## src/rtl/wb_arbiter_pkg.sv

```systemverilog
// Shared Wishbone widths and arbiter state encoding for the round-robin arbiter.
package wb_arbiter_pkg;
  localparam int ADR_W = 32;
  localparam int DAT_W = 32;
  localparam int SEL_W = 4;

  typedef enum logic {
    ST_IDLE    = 1'b0,
    ST_GRANTED = 1'b1
  } arb_state_e;
endpackage

```

## src/rtl/wb_arbiter_rr_priority_picker.sv

```systemverilog
// Combinational round-robin picker: first requester searching upward from last+1.
module rr_priority_picker #(
  parameter int N  = 2,
  parameter int LW = 1
) (
  input  logic [N-1:0]  i_req,
  input  logic [LW-1:0] i_last,
  output logic [N-1:0]  o_gnt
);
  logic          w_found;
  logic [LW-1:0] w_idx;

  always_comb begin
    o_gnt   = '0;
    w_found = 1'b0;
    w_idx   = '0;
    // i runs 1..N so the last winner is checked last, giving it lowest priority
    for (int i = 1; i <= N; i++) begin
      w_idx = LW'((int'(i_last) + i) % N);
      if (!w_found && i_req[w_idx]) begin
        o_gnt[w_idx] = 1'b1;
        w_found      = 1'b1;
      end
    end
  end
endmodule

```

## src/rtl/wb_arbiter.sv

```systemverilog
// Round-robin Wishbone B4 classic arbiter with bus-timeout watchdog.
module wb_arbiter
  import wb_arbiter_pkg::*;
#(
  parameter int NUM_MASTERS    = 2,
  parameter int TIMEOUT_CYCLES = 255
) (
  input  logic                         clk_i,
  input  logic                         rst_i,
  input  logic [NUM_MASTERS-1:0]       m_cyc_i,
  input  logic [NUM_MASTERS-1:0]       m_stb_i,
  input  logic [NUM_MASTERS-1:0]       m_we_i,
  input  logic [ADR_W*NUM_MASTERS-1:0] m_adr_i,
  input  logic [DAT_W*NUM_MASTERS-1:0] m_dat_i,
  input  logic [SEL_W*NUM_MASTERS-1:0] m_sel_i,
  output logic [DAT_W-1:0]             m_dat_o,
  output logic [NUM_MASTERS-1:0]       m_ack_o,
  output logic [NUM_MASTERS-1:0]       m_err_o,
  output logic [NUM_MASTERS-1:0]       m_rty_o,
  output logic                         s_cyc_o,
  output logic                         s_stb_o,
  output logic                         s_we_o,
  output logic [ADR_W-1:0]             s_adr_o,
  output logic [DAT_W-1:0]             s_dat_o,
  output logic [SEL_W-1:0]             s_sel_o,
  input  logic [DAT_W-1:0]             s_dat_i,
  input  logic                         s_ack_i,
  input  logic                         s_err_i,
  input  logic                         s_rty_i,
  output logic [NUM_MASTERS-1:0]       gnt_o
);
  localparam int LW = (NUM_MASTERS > 1) ? $clog2(NUM_MASTERS) : 1;
  localparam int CW = (TIMEOUT_CYCLES > 0) ? $clog2(TIMEOUT_CYCLES + 1) : 1;
  localparam logic [CW-1:0] TO_MAX = CW'(TIMEOUT_CYCLES);

  arb_state_e             r_state, w_state_nxt;
  logic [NUM_MASTERS-1:0] r_gnt, w_pick, w_gv;
  logic [LW-1:0]          r_last, w_pick_idx;
  logic [CW-1:0]          r_cnt;
  logic                   w_own_cyc, w_to, w_cyc, w_stb;

  rr_priority_picker #(.N(NUM_MASTERS), .LW(LW)) u_picker (
    .i_req  (m_cyc_i),
    .i_last (r_last),
    .o_gnt  (w_pick)
  );

  always_comb begin
    w_pick_idx = '0;
    for (int k = 0; k < NUM_MASTERS; k++)
      if (w_pick[k]) w_pick_idx = LW'(k);
  end

  assign w_own_cyc = |(m_cyc_i & r_gnt);
  assign w_gv      = (r_state == ST_GRANTED) ? r_gnt : '0;
  // Counter reads TO_MAX in the cycle after the last stalled cycle: that cycle is the abort.
  assign w_to      = (TIMEOUT_CYCLES != 0) && (r_state == ST_GRANTED) && (r_cnt == TO_MAX);

  always_ff @(posedge clk_i) begin
    if (rst_i) r_state <= ST_IDLE;
    else       r_state <= w_state_nxt;
  end

  always_comb begin
    w_state_nxt = r_state;
    case (r_state)
      ST_IDLE:    if (|m_cyc_i)   w_state_nxt = ST_GRANTED;
      ST_GRANTED: if (!w_own_cyc) w_state_nxt = ST_IDLE;
      default:                    w_state_nxt = ST_IDLE;
    endcase
  end

  always_ff @(posedge clk_i) begin
    if (rst_i) begin
      r_gnt  <= '0;
      r_last <= LW'(NUM_MASTERS - 1);
    end else if (r_state == ST_IDLE && |m_cyc_i) begin
      r_gnt  <= w_pick;
      r_last <= w_pick_idx;
    end else if (r_state == ST_GRANTED && !w_own_cyc) begin
      r_gnt  <= '0;
    end
  end

  always_ff @(posedge clk_i) begin
    if (rst_i || TIMEOUT_CYCLES == 0 || r_state != ST_GRANTED || !s_stb_o ||
        s_ack_i || s_err_i || s_rty_i)
      r_cnt <= '0;
    else
      r_cnt <= r_cnt + CW'(1);
  end

  always_comb begin
    w_cyc   = 1'b0;
    w_stb   = 1'b0;
    s_we_o  = 1'b0;
    s_adr_o = '0;
    s_dat_o = '0;
    s_sel_o = '0;
    for (int k = 0; k < NUM_MASTERS; k++) begin
      if (w_gv[k]) begin
        w_cyc   = m_cyc_i[k];
        w_stb   = m_stb_i[k];
        s_we_o  = m_we_i[k];
        s_adr_o = m_adr_i[k*ADR_W +: ADR_W];
        s_dat_o = m_dat_i[k*DAT_W +: DAT_W];
        s_sel_o = m_sel_i[k*SEL_W +: SEL_W];
      end
    end
  end

  assign s_cyc_o = w_cyc & ~w_to;
  assign s_stb_o = w_stb & ~w_to;
  assign m_dat_o = s_dat_i;
  assign m_ack_o = w_gv & {NUM_MASTERS{s_ack_i & ~w_to}};
  assign m_rty_o = w_gv & {NUM_MASTERS{s_rty_i & ~w_to}};
  assign m_err_o = w_gv & {NUM_MASTERS{s_err_i | w_to}};
  assign gnt_o   = r_gnt;
endmodule
```

## config.mk

```make
export PLATFORM = sky130hd
export DESIGN_NAME = wb_arbiter
export DESIGN_NICKNAME = d
export VERILOG_FILES = /design/src/rtl/wb_arbiter_pkg.sv /design/src/rtl/wb_arbiter_rr_priority_picker.sv /design/src/rtl/wb_arbiter.sv
export SDC_FILE = /design/constraint.sdc
export NUM_CORES = 1
export LEC_CHECK = 0
export ABC_AREA = 1
export CORE_AREA = 2 2 112 114
export CTS_BUF_LIST = sky130_fd_sc_hd__clkbuf_2
export CTS_CLUSTER_SIZE = 40
export DETAILED_ROUTE_END_ITERATION = 6
export DIE_AREA = 0 0 114 116
export DONT_BUFFER_PORTS = 1
export GPL_TIMING_DRIVEN = 0
export PLACE_DENSITY = 0.34
export SYNTH_ARGS = -nofsm -noshare
export SYNTH_HDL_FRONTEND = slang
export SYNTH_SLANG_ARGS = --single-unit
```

## constraint.sdc

```tcl
create_clock -name clk_i -period 3.5 [get_ports clk_i]
set_clock_uncertainty 0.1 [all_clocks]
set_input_delay 0.7 -clock clk_i [delete_from_list [all_inputs] [get_ports clk_i]]
set_output_delay 0.7 -clock clk_i [all_outputs]
set_load 0.01 [all_outputs]
```

# Word level (Yosys, flattened, before mapping)

Index checks and enable logic that the tools add are counted.

Flip-flop bits (word level): 12
Bits of input ports: 179
Word-level logic and storage cells: 71

Add/subtract/negate cells: 3
Order comparisons: 4
Eq/ne operators: 1
Mux-type cells: 30
Bitwise gates (word level): 12
Reductions and logical operators: 17

Operators by type and width:

| cell                                                       | count |
|---|---|
| 2-to-1 mux 32 bit                                          | 4 |
| 2-to-1 mux 1 bit                                           | 16 |
| 2-to-1 mux 2 bit                                           | 5 |
| adder 8 x 1 -> 8 bit, second input constant                | 1 |
| bitwise AND 2 bit                                          | 4 |
| equality test 8 bit, second input constant                 | 1 |
| 2-to-1 mux 4 bit                                           | 2 |
| logical AND 1 bit                                          | 6 |
| logical OR 1 bit                                           | 5 |
| bitwise AND 1 bit                                          | 4 |
| less-than comparator 1 x 2 -> 1 bit, second input constant | 2 |
| OR reduction 2 bit                                         | 2 |
| zero test 1 bit                                            | 3 |
| adder 1 bit, second input constant                         | 2 |
| demux 1 bit (select 1 bit)                                 | 2 |
| greater-or-equal comparator 1 bit, second input constant   | 2 |
| NOT 1 bit                                                  | 2 |
| OR 2 bit                                                   | 1 |
| case mux 1 bit (2 select lines)                            | 1 |
| nonzero test 2 bit                                         | 1 |
| OR 1 bit                                                   | 1 |

# Depth between registers and ports, before layout

Gate-level depths: netlist of the first run.

Depth in word-level cells: 9
Depth in mapped cells: 7

# By module

Synthesis of the first run repeated with hierarchy kept, for this count alone.

Cell total of the unflattened synthesis: 354
Area total of the unflattened synthesis: 1914.3 um2

Modules (own cells, without submodules):

| module             | instances | cells each | area an instance (um2) | sequential area each (um2) |
|---|---|---|---|---|
| wb_arbiter         | 1         | 349        | 1894.3                 | 240.2 |
| rr_priority_picker | 1         | 5          | 20.0                   | 0.0 |

# Worst setup path after synthesis of the first run

No wires, ideal clock.

Kind: flip-flop to output port
Start: reg r_cnt[0]
End: out m_err_o[0]
Arrival: 1.145 ns
Data required time: 2.700 ns
Slack: 1.555 ns
Stages on the path, launching flop included: 6
Path buffers: 0
Cells stage by stage: dfxtp_1 > ha_1 > nand2_1 > nor2_1 > nand2_1 > a21oi_1

Cells in the longest elaborated chain, start to end: 4

RTL lines:

| element                  | RTL line          | text |
|---|---|---|
| start: declaration       | wb_arbiter.sv:39  | `logic [CW-1:0] r_cnt;` |
| start signal: assignment | wb_arbiter.sv:90  | `r_cnt <= r_cnt + CW'(1);` |
| equality test 8 bit      | wb_arbiter.sv:57  | `assign w_to = (TIMEOUT_CYCLES != 0) && (r_state == ST_GRANTED) && (r_cnt == TO_MAX);` |
| logical AND 1 bit        | wb_arbiter.sv:57  |  |
| OR 1 bit                 | wb_arbiter.sv:117 | `assign m_err_o = w_gv & {NUM_MASTERS{s_err_i \| w_to}};` |
| bitwise AND 2 bit        | wb_arbiter.sv:117 |  |
| end: declaration         | wb_arbiter.sv:18  | `output logic [NUM_MASTERS-1:0] m_err_o,` |

Every way passes these cells.

# Final worst setup path of the first run

Start: reg r_gnt[1] (netlist: gnt_o[1])
End: out s_adr_o[12]

Cells in the longest elaborated chain, start to end: 2

RTL lines:

| element                  | RTL line          | text |
|---|---|---|
| start: declaration       | wb_arbiter.sv:37  | `logic [NUM_MASTERS-1:0] r_gnt, w_pick, w_gv;` |
| start signal: assignment | wb_arbiter.sv:78  | `r_gnt <= w_pick;` |
| 2-to-1 mux 2 bit         | wb_arbiter.sv:55  | `assign w_gv = (r_state == ST_GRANTED) ? r_gnt : '0;` |
| 2-to-1 mux 32 bit        | wb_arbiter.sv:101 | `if (w_gv[k]) begin` |
| end: declaration         | wb_arbiter.sv:23  | `output logic [ADR_W-1:0] s_adr_o,` |

Every way passes these cells.

==> results of run 1 <==
==> logic make-up (layout without fill, tap and decap cells) <==
group,count (synthesis),in the layout,share of synthesized area (%)
simple gates,266,266,60.71
buf+inv,68,72,21.82
flops,12,12,13.01
compound gates,8,8,2.371
xor+xnor,3,3,1.423
fa+ha+maj,1,1,0.6774
other cells,0,1,0
==> power by group <==
part           switching, mW  internal (mW)
Combinational          0.113         0.0514
Clock                 0.0484         0.0248
Sequential           0.00689          0.141
Total                  0.169          0.217
==> worst max path at each step <==
stage	from	endpoint	cells past startpoint
floorplan	r_cnt[0]	m_err_o[0]	5
global placement	gnt_o[1]	s_adr_o[16]	4
detailed placement	gnt_o[1]	s_adr_o[16]	4
CTS	gnt_o[1]	s_adr_o[16]	4
global route	gnt_o[1]	s_adr_o[14]	4
finish	gnt_o[1]	s_adr_o[12]	5
==> placed cells by master, fill, tap and decap left out, drive strengths merged, types with 2 or more instances in the layout <==
| cell | instances |
|---|---|
| nor2 | 22 |
| buf | 53 |
| nor3 | 2 |
| inv | 14 |
| nand2 | 163 |
| nand3 | 78 |
| o21ai | 2 |
| clkbuf | 3 |
| clkinv | 2 |
| xor2 | 2 |
| dfxtp | 12 |
| a21oi | 4 |
==> worst register-to-register path: stages, from the launching register on <==
cell and delay, ns:
dfxtp_1 0.38, ha_1 0.21, nand2_1 0.08, nor2_1 0.15, nand2_1 0.22, nand3_4 0.18
nor2_1 0.05
==> metrics by stage <==
| stage | setup WS, ns | area (µm²) |
|---|---|---|
| floorplan | 1.555 | 1847 |
| global placement | 1.241 | 2031 |
| detailed placement | 1.230 | 2031 |
| CTS | 0.8971 | 2049 |
| global route | 0.7791 | 2049 |
| finish | 0.9956 | 2052 |
==> cell type report <==
class | instances | area share [%]
multi-input cells | 278 | 58.66
plain buffers | 53 | 16.83
well taps | 147 | 8.963
diodes | 1 | 0.1220
inverters | 15 | 2.805
clock buffers | 3 | 0.7317
clock inverters | 1 | 0.1829
flip-flops and latches | 12 | 11.71
==> registers in the layout, indices dropped and copies added, names as in the netlist <==
| name | cells |
|---|---|
| r_state | 1 |
| r_last | 1 |
| gnt_o | 2 |
| r_cnt | 8 |
==> per-layer routing <==
layer	up-vias	routed length, µm
met5	-	0
met4	0	13
met3	2	921
met2	152	4166
met1	1042	3495
li1	1115	-
==> impl_metrics.env, run 1 <==
export IMPL_busiest_layer="met2"
export IMPL_clk_pin_slew_ns=0.13
export IMPL_grt_pass1_vias=1889
export IMPL_arrival_ns=1.70
export IMPL_cts_tree="yes"
export IMPL_min_period_ns=2.504
export IMPL_status="finished, final reports clean"
export IMPL_area_delta_synth_final_pct=11.11
export IMPL_synth_top_area_share_pct=32.52
export IMPL_critPathMaxFanout=10
export IMPL_hp_start="r_cnt[0]"
export IMPL_worst_setup_path_start_kind="flip-flop"
export IMPL_crit_path_end_kind="output port"
export IMPL_slew_violations=0
export IMPL_worst_pin_slew_ns=0.5784
export IMPL_max_slew_margin_rel_pct=61.44
export IMPL_power_total_uw=385.5
export IMPL_vias=2311
export IMPL_drc=0
export IMPL_r2r_slack_ns=2.02
export IMPL_finalHoldViolations=0
export IMPL_first_iter_violations=69
export IMPL_regToRegEndpoint="r_cnt[7]"
export IMPL_use_met2_pct=17.94
export IMPL_dpl_cell_count=505
export IMPL_p_leak_nw=1.099
export IMPL_antenna_found_initial=0
export IMPL_cts_sinks=12
export IMPL_netlist_top_cells_count="160 x nand2_1, 77 x nand3_1, 32 x buf_4, 22 x nor2_1, 15 x buf_2"
export IMPL_fillers=1415
export IMPL_avgRoutedWirePerCell_um=16.86
export IMPL_gp_congestion=0.7133
export IMPL_grt_max_degree=11
export IMPL_crit_type="flip-flop to output port"
export IMPL_regArea_um2=240.2
export IMPL_met1_usage_pct=13.72
export IMPL_core_area_mm2=0.01191
export IMPL_yosysMostFrequentCell="nand2_1"
export IMPL_portBuffers=0
export IMPL_crit_path_top_delay_cell="dfxtp_1"
export IMPL_synth_sequential_area_ratio_pct=13.01
export IMPL_rsz0062_at_grt="false"
export IMPL_post_route_util_pct=17.23
export IMPL_drive_above_1_share_pct=16.02
export IMPL_p_per_area_mw_per_mm2=187.9
export IMPL_dieWidth_um=114
export IMPL_rr_worst_depth=6
export IMPL_netlist_area_mm2=0.001847
export IMPL_postRouteAntennaNets=0
export IMPL_syn_nets=538
export IMPL_tns_ns=0
export IMPL_start_util_pct=15.50
export IMPL_synth_area_leader_cell="nand2_1"
export IMPL_grt_total_usage_pct=10.64
export IMPL_viasPerCell=4.531
export IMPL_num_io_pins=290
export IMPL_dr_pass1_iters=4
export IMPL_root_buffer="clkbuf_2"
export IMPL_yosys_top_cells_area="nand2_1 33%, nand3_1 21%, dfxtp_1 13%"
export IMPL_reg2reg_from="r_cnt[0]"
export IMPL_num_rows=40
export IMPL_synthFlopType="dfxtp_1"
export IMPL_fin_nets=543
export IMPL_cts_path_max_buffers=2
export IMPL_netlist_instances=358
export IMPL_worstHoldPathType="flip-flop to flip-flop"
export IMPL_cpMostUsedCell="nand2_1"
export IMPL_ys_seq_elements=12
export IMPL_post_route_period_util_pct=71.56
export IMPL_max_cap_viol_count=0
export IMPL_multiInputGateArea_mm2=0.001204
export IMPL_gr_total_overflow=0
export IMPL_cts_resized_gates=0
export IMPL_crit_chain="nand2_2 -> inv_2 -> buf_2 -> nand2_1 -> nand2_1"
export IMPL_critical_path_top_delay_family="buffers and inverters"
export IMPL_synth_area_per_cell_um2=5.159
export IMPL_grtUsageMet3_pct=3.452
export IMPL_cp_required_ns=2.70
export IMPL_worstHoldPathCells=1
export IMPL_ir_drop_v=0.00008011
export IMPL_postCtsSetupBuffers=0
export IMPL_async_reset_ff_share_pct=0
export IMPL_dpl_hpwl_um=7280
export IMPL_finalNonFillerCells=510
export IMPL_cts_hold_buf=0
export IMPL_htreeDepth=1
export IMPL_finalSetupViolCount=0
export IMPL_synth_edf_count=0
export IMPL_cp_num_buf_inv=2
export IMPL_grt_pass1_wl_um=10660
export IMPL_die_h_um=116
export IMPL_synth_cell_types=23
export IMPL_hold_end="r_cnt[0]"
export IMPL_ys_warn_count=0
export IMPL_die_area_mm2=0.01322
export IMPL_max_stage_delay_ns=0.51
export IMPL_wirelength_um=8597
export IMPL_whs_ns=0.3678
export IMPL_cts_buffers=3
export IMPL_clkLatencyLatePin_ns=0.27
export IMPL_fmax_mhz=399.3
Note: power is estimated with default switching activity, not from simulation.
==> inputs of run 2 (changes only) <==
- CORE_AREA: 2 2 112 114 -> 2 2 113 115
- DIE_AREA: 0 0 114 116 -> 0 0 115 117
- clock period: 3.5 -> 2.5 ns (I/O delays scaled with it)
==> run 2 against run 1 <==
  * Register-to-register slack worse by 1.0 ns
  * First-iteration DRC count up 55%
  * Worst hold slack worse by 0.18 ns
  * Via count down 0.43%
  * Non-clock buffer count unchanged
  * Die area up 1.7%
  * Final cell count up 0.20%
  * Critical path depth unchanged
  * Worst setup slack worse by 0.83 ns
  * Largest power group unchanged
==> impl_metrics.env, run 2 (synthesis results as in run 1) <==
export IMPL_area_delta_synth_final_pct=11.31
export IMPL_dpl_hpwl_um=6931
export IMPL_cpMostUsedCell="nand2_1"
export IMPL_dpl_cell_count=508
export IMPL_grt_pass1_vias=1864
export IMPL_wirelength_um=8285
export IMPL_start_util_pct=15.00
export IMPL_final_setup_worst_slack_ns=0.1677
export IMPL_arrival_ns=1.73
export IMPL_top_register="r_cnt"
export IMPL_cp_num_buf_inv=2
export IMPL_regToRegEndpoint="r_cnt[6]"
export IMPL_grt_total_usage_pct=10.36
export IMPL_finalSetupViolCount=0
export IMPL_die_h_um=117
export IMPL_p_leak_nw=1.098
export IMPL_dr_pass1_iters=4
export IMPL_endpoint="s_dat_o[13]"
export IMPL_crit_chain="nand2_2 -> inv_2 -> buf_4 -> nand2_1 -> nand2_1"
export IMPL_grt_max_degree=11
export IMPL_finalNonFillerCells=511
export IMPL_max_slew_margin_rel_pct=70.24
export IMPL_diodes=0
export IMPL_antenna_found_initial=0
export IMPL_crit_path_top_delay_cell="dfxtp_1"
export IMPL_max_stage_delay_ns=0.51
export IMPL_largest_register_ffs=8
export IMPL_postRouteAntennaNets=0
export IMPL_worst_pin_slew_ns=0.4463
export IMPL_drive_above_1_share_pct=16.34
export IMPL_rsz0062_at_grt="false"
export IMPL_hp_start="rst_i"
export IMPL_grt_pass1_wl_um=10560
export IMPL_finalHoldViolations=0
export IMPL_tns_ns=0
export IMPL_crit_path_end_kind="output port"
export IMPL_viasPerCell=4.503
export IMPL_path_depth=5
export IMPL_first_iter_violations=107
export IMPL_ir_drop_v=0.0001559
export IMPL_crit_type="flip-flop to output port"
export IMPL_r2r_slack_ns=1.00
export IMPL_gr_total_overflow=0
export IMPL_reg2reg_from="gnt_o[1]"
export IMPL_htreeDepth=1
export IMPL_slew_violations=0
export IMPL_dieWidth_um=115
export IMPL_fin_nets=543
export IMPL_status="finished, final reports clean"
export IMPL_cp_required_ns=1.90
export IMPL_cts_hold_buf=0
export IMPL_num_io_pins=290
export IMPL_cts_path_max_buffers=2
export IMPL_num_rows=41
export IMPL_max_cap_viol_count=0
export IMPL_vias=2301
export IMPL_dp_slack_ns=0.2375
export IMPL_critPathMaxFanout=10
export IMPL_cts_sinks=12
export IMPL_post_route_period_util_pct=93.29
export IMPL_cts_tree="yes"
export IMPL_regArea_um2=240.2
export IMPL_cts_resized_gates=2
export IMPL_p_per_area_mw_per_mm2=260.2
export IMPL_worstHoldPathType="input pin to flip-flop"
export IMPL_root_buffer="clkbuf_2"
export IMPL_final_cell_mix="160 x nand2_1, 77 x nand3_1, 33 x buf_4"
export IMPL_clk_pin_slew_ns=0.12
export IMPL_portBuffers=0
export IMPL_cts_buffers=3
export IMPL_startpoint="gnt_o[1]"
export IMPL_fmax_mhz=428.8
export IMPL_worst_setup_path_start_kind="flip-flop"
export IMPL_final_common_cell="nand2_1"
export IMPL_fillers=1449
export IMPL_gp_congestion=0.7184
export IMPL_drc=0
export IMPL_min_period_ns=2.332
export IMPL_rr_worst_depth=6
export IMPL_multiInputGateArea_mm2=0.001204
export IMPL_clkLatencyLatePin_ns=0.26
export IMPL_critical_path_top_delay_family="buffers and inverters"
export IMPL_postCtsSetupBuffers=0
export IMPL_core_area_mm2=0.01231
export IMPL_avgRoutedWirePerCell_um=16.21
export IMPL_die_area_mm2=0.01346
[run 2: changes by cell type in the layout (fill, tap and decap cells not counted)]
cell	previous run	this run
diode_2	1	0
clkinv_1	1	0
buf_1	5	4
clkbuf_4	0	1
buf_4	32	33
buf_2	15	14
[run 2: worst min path at each step]
stage,to,slack [ns],cells past startpoint
4_1_cts,r_state,0.18,1
6_report,r_state,0.19,1
3_3_place_gp,r_cnt[0],0.34,1
3_5_place_dp,r_cnt[0],0.35,1
2_1_floorplan,r_cnt[0],0.32,1
5_1_grt,r_state,0.17,1
[run 2: metrics by stage]
stage	area (µm²)	power, mW	utilization [%]	hold WS (ns)
global route	2056	0.5725	16.70	0.1687
detailed placement	2034	0.4492	16.52	0.3455
global placement	2034	0.4495	16.52	0.3364
CTS	2053	0.5439	16.68	0.1756
finish	2056	0.5349	16.70	0.1854
floorplan	1847	0.3944	-	0.3179
[run 2: layout make-up]
cell class | instances | share of cell area (%)
Clock buffer | 3 | 0.7304
Buffer | 53 | 17.10
Inverter | 15 | 2.800
Tap cell | 150 | 9.130
Sequential cell | 12 | 11.69
Multi-Input combinational cell | 278 | 58.55
[run 2: report_power, final]
group	switching, mW	internal [mW]
Clock	0.0614	0.0327
Combinational	0.161	0.0731
Sequential	0.00961	0.197
[run 2: layer usage]
layer,part of all wire [%],track usage [%]
met2,47,17.69
met4,0.16,1.205
met5,0,0
met1,43,13.96
met3,9.8,2.111
==> inputs of run 3 (changes only) <==
- CORE_AREA: 2 2 113 115 -> 2 2 114 116
- DIE_AREA: 0 0 115 117 -> 0 0 116 118
- PLACE_DENSITY: 0.34 -> 0.33
==> run 3 against run 2 <==
  * Register-to-register slack barely moved
  * Global-route usage rose by 0.092 points
  * Power rose by 1.1%
  * Design area rose by 1.2%
  * Worst hold slack improved by 0.0030 ns
  * Critical path depth fell by 1
  * Maximum frequency rose by 1.6%
  * Combinational power barely moved
  * Non-clock buffer count did not move
  * Critical path type unchanged
==> impl_metrics.env, run 3 (synthesis results as in run 1) <==
export IMPL_status="finished, final reports clean"
export IMPL_postCtsSetupBuffers=0
export IMPL_slew_violations=0
export IMPL_worstHoldPathType="input pin to flip-flop"
export IMPL_fin_nets=543
export IMPL_fmax_mhz=435.5
export IMPL_cts_path_max_buffers=2
export IMPL_portBuffers=0
export IMPL_first_iter_violations=93
export IMPL_placed_area_mm2=0.002062
export IMPL_die_h_um=118
export IMPL_min_period_ns=2.296
export IMPL_worstHoldPathCells=1
export IMPL_r2r_slack_ns=0.99
export IMPL_rsz0062_at_grt="false"
export IMPL_reg2reg_from="gnt_o[1]"
export IMPL_num_rows=41
export IMPL_p_per_area_mw_per_mm2=260.0
export IMPL_gp_congestion=0.7769
export IMPL_power_total_uw=540.9
export IMPL_ir_drop_v=0.0001258
export IMPL_num_io_pins=290
export IMPL_dr_pass1_iters=4
export IMPL_grt_pass1_wl_um=11130
export IMPL_whs_ns=0.1884
export IMPL_critPathMaxFanout=10
export IMPL_post_route_util_pct=16.76
export IMPL_cts_buffers=3
export IMPL_rr_worst_depth=6
export IMPL_viasPerCell=4.322
export IMPL_regToRegEndpoint="r_cnt[0]"
export IMPL_max_slew_margin_rel_pct=64.80
export IMPL_start_util_pct=14.88
export IMPL_htreeDepth=1
export IMPL_final_setup_worst_slack_ns=0.2037
export IMPL_finalSetupViolCount=0
export IMPL_cts_resized_gates=0
export IMPL_fillers=1486
export IMPL_arrival_ns=1.70
export IMPL_core_area_mm2=0.01241
export IMPL_dieWidth_um=116
export IMPL_dp_slack_ns=0.4671
export IMPL_grt_total_usage_pct=10.45
export IMPL_clkLatencyLatePin_ns=0.27
export IMPL_tns_ns=0
export IMPL_clk_pin_slew_ns=0.12
export IMPL_crit_path_end_kind="output port"
export IMPL_hp_start="rst_i"
export IMPL_worst_setup_path_start_kind="flip-flop"
export IMPL_dpl_hpwl_um=6967
export IMPL_top_register="r_cnt"
export IMPL_worst_pin_slew_ns=0.5281
export IMPL_area_delta_synth_final_pct=12.67
export IMPL_design_area_mm2=0.002081
export IMPL_p_leak_nw=1.099
export IMPL_grt_max_degree=11
export IMPL_cts_hold_buf=0
export IMPL_dpl_cell_count=530
export IMPL_largest_register_ffs=8
export IMPL_wirelength_um=8201
export IMPL_cts_tree="yes"
export IMPL_cp_required_ns=1.90
export IMPL_grt_pass1_vias=2000
export IMPL_cts_sinks=12
export IMPL_final_cell_mix="160 x nand2_1, 77 x nand3_1, 32 x buf_4"
export IMPL_die_area_mm2=0.01369
export IMPL_postRouteAntennaNets=0
export IMPL_final_common_cell="nand2_1"
export IMPL_finalNonFillerCells=534
export IMPL_post_route_period_util_pct=91.85
export IMPL_max_cap_viol_count=0
export IMPL_drc=0
export IMPL_diodes=0
export IMPL_finalHoldViolations=0
export IMPL_root_buffer="clkbuf_2"
export IMPL_drive_above_1_share_pct=16.02
export IMPL_gr_total_overflow=0
export IMPL_vias=2308
export IMPL_hold_end="gnt_o[0]"
export IMPL_crit_type="flip-flop to output port"
export IMPL_antenna_found_initial=0
export IMPL_avgRoutedWirePerCell_um=15.36
-- run 3: layer usage --
layer  vias up  share of wire [%]  wire length (µm)  global-route usage, %
met4         0                1.1                87                  1.563
met5         -                  0                 0                      0
met2       160                 48              3958                  18.31
met3         6                8.9               732                  1.442
li1       1110                  -                 -                      -
met1      1032                 42              3422                  13.76
-- run 3: worst max path at each step --
stage	startpoint	end	slack [ns]	cells past startpoint
floorplan	r_cnt[0]	m_err_o[0]	0.75	5
global placement	gnt_o[1]	s_adr_o[14]	0.46	4
detailed placement	gnt_o[1]	s_adr_o[14]	0.47	4
CTS	gnt_o[1]	s_adr_o[14]	0.14	4
global route	gnt_o[1]	s_adr_o[16]	0.005	4
finish	gnt_o[1]	s_adr_o[16]	0.20	4
-- run 3: layout make-up --
type / instances / area, µm² / area share [%]
multi-input combinational: 278 / 1204 / 57.85
buffer: 53 / 345.3 / 16.60
clock inverter: 1 / 3.754 / 0.1804
clock buffer: 3 / 15.01 / 0.7216
tap: 172 / 215.2 / 10.34
inverter: 15 / 57.56 / 2.766
sequential: 12 / 240.2 / 11.55
-- run 3: critical path, stage by stage, from the launching register on --
cell and delay [ns]:
dfxtp_1 0.41, inv_2 0.23, buf_1 0.45, nand3_1 0.18, nand2_1 0.16
-- run 3: power by group --
group	total (mW)	internal, mW	switching, mW	leakage, nW
clock	0.104	0.0348	0.0696	0.0140
combinational	0.231	0.0721	0.159	0.987
sequential	0.206	0.197	0.00869	0.0976
total	0.541	0.304	0.237	1.10
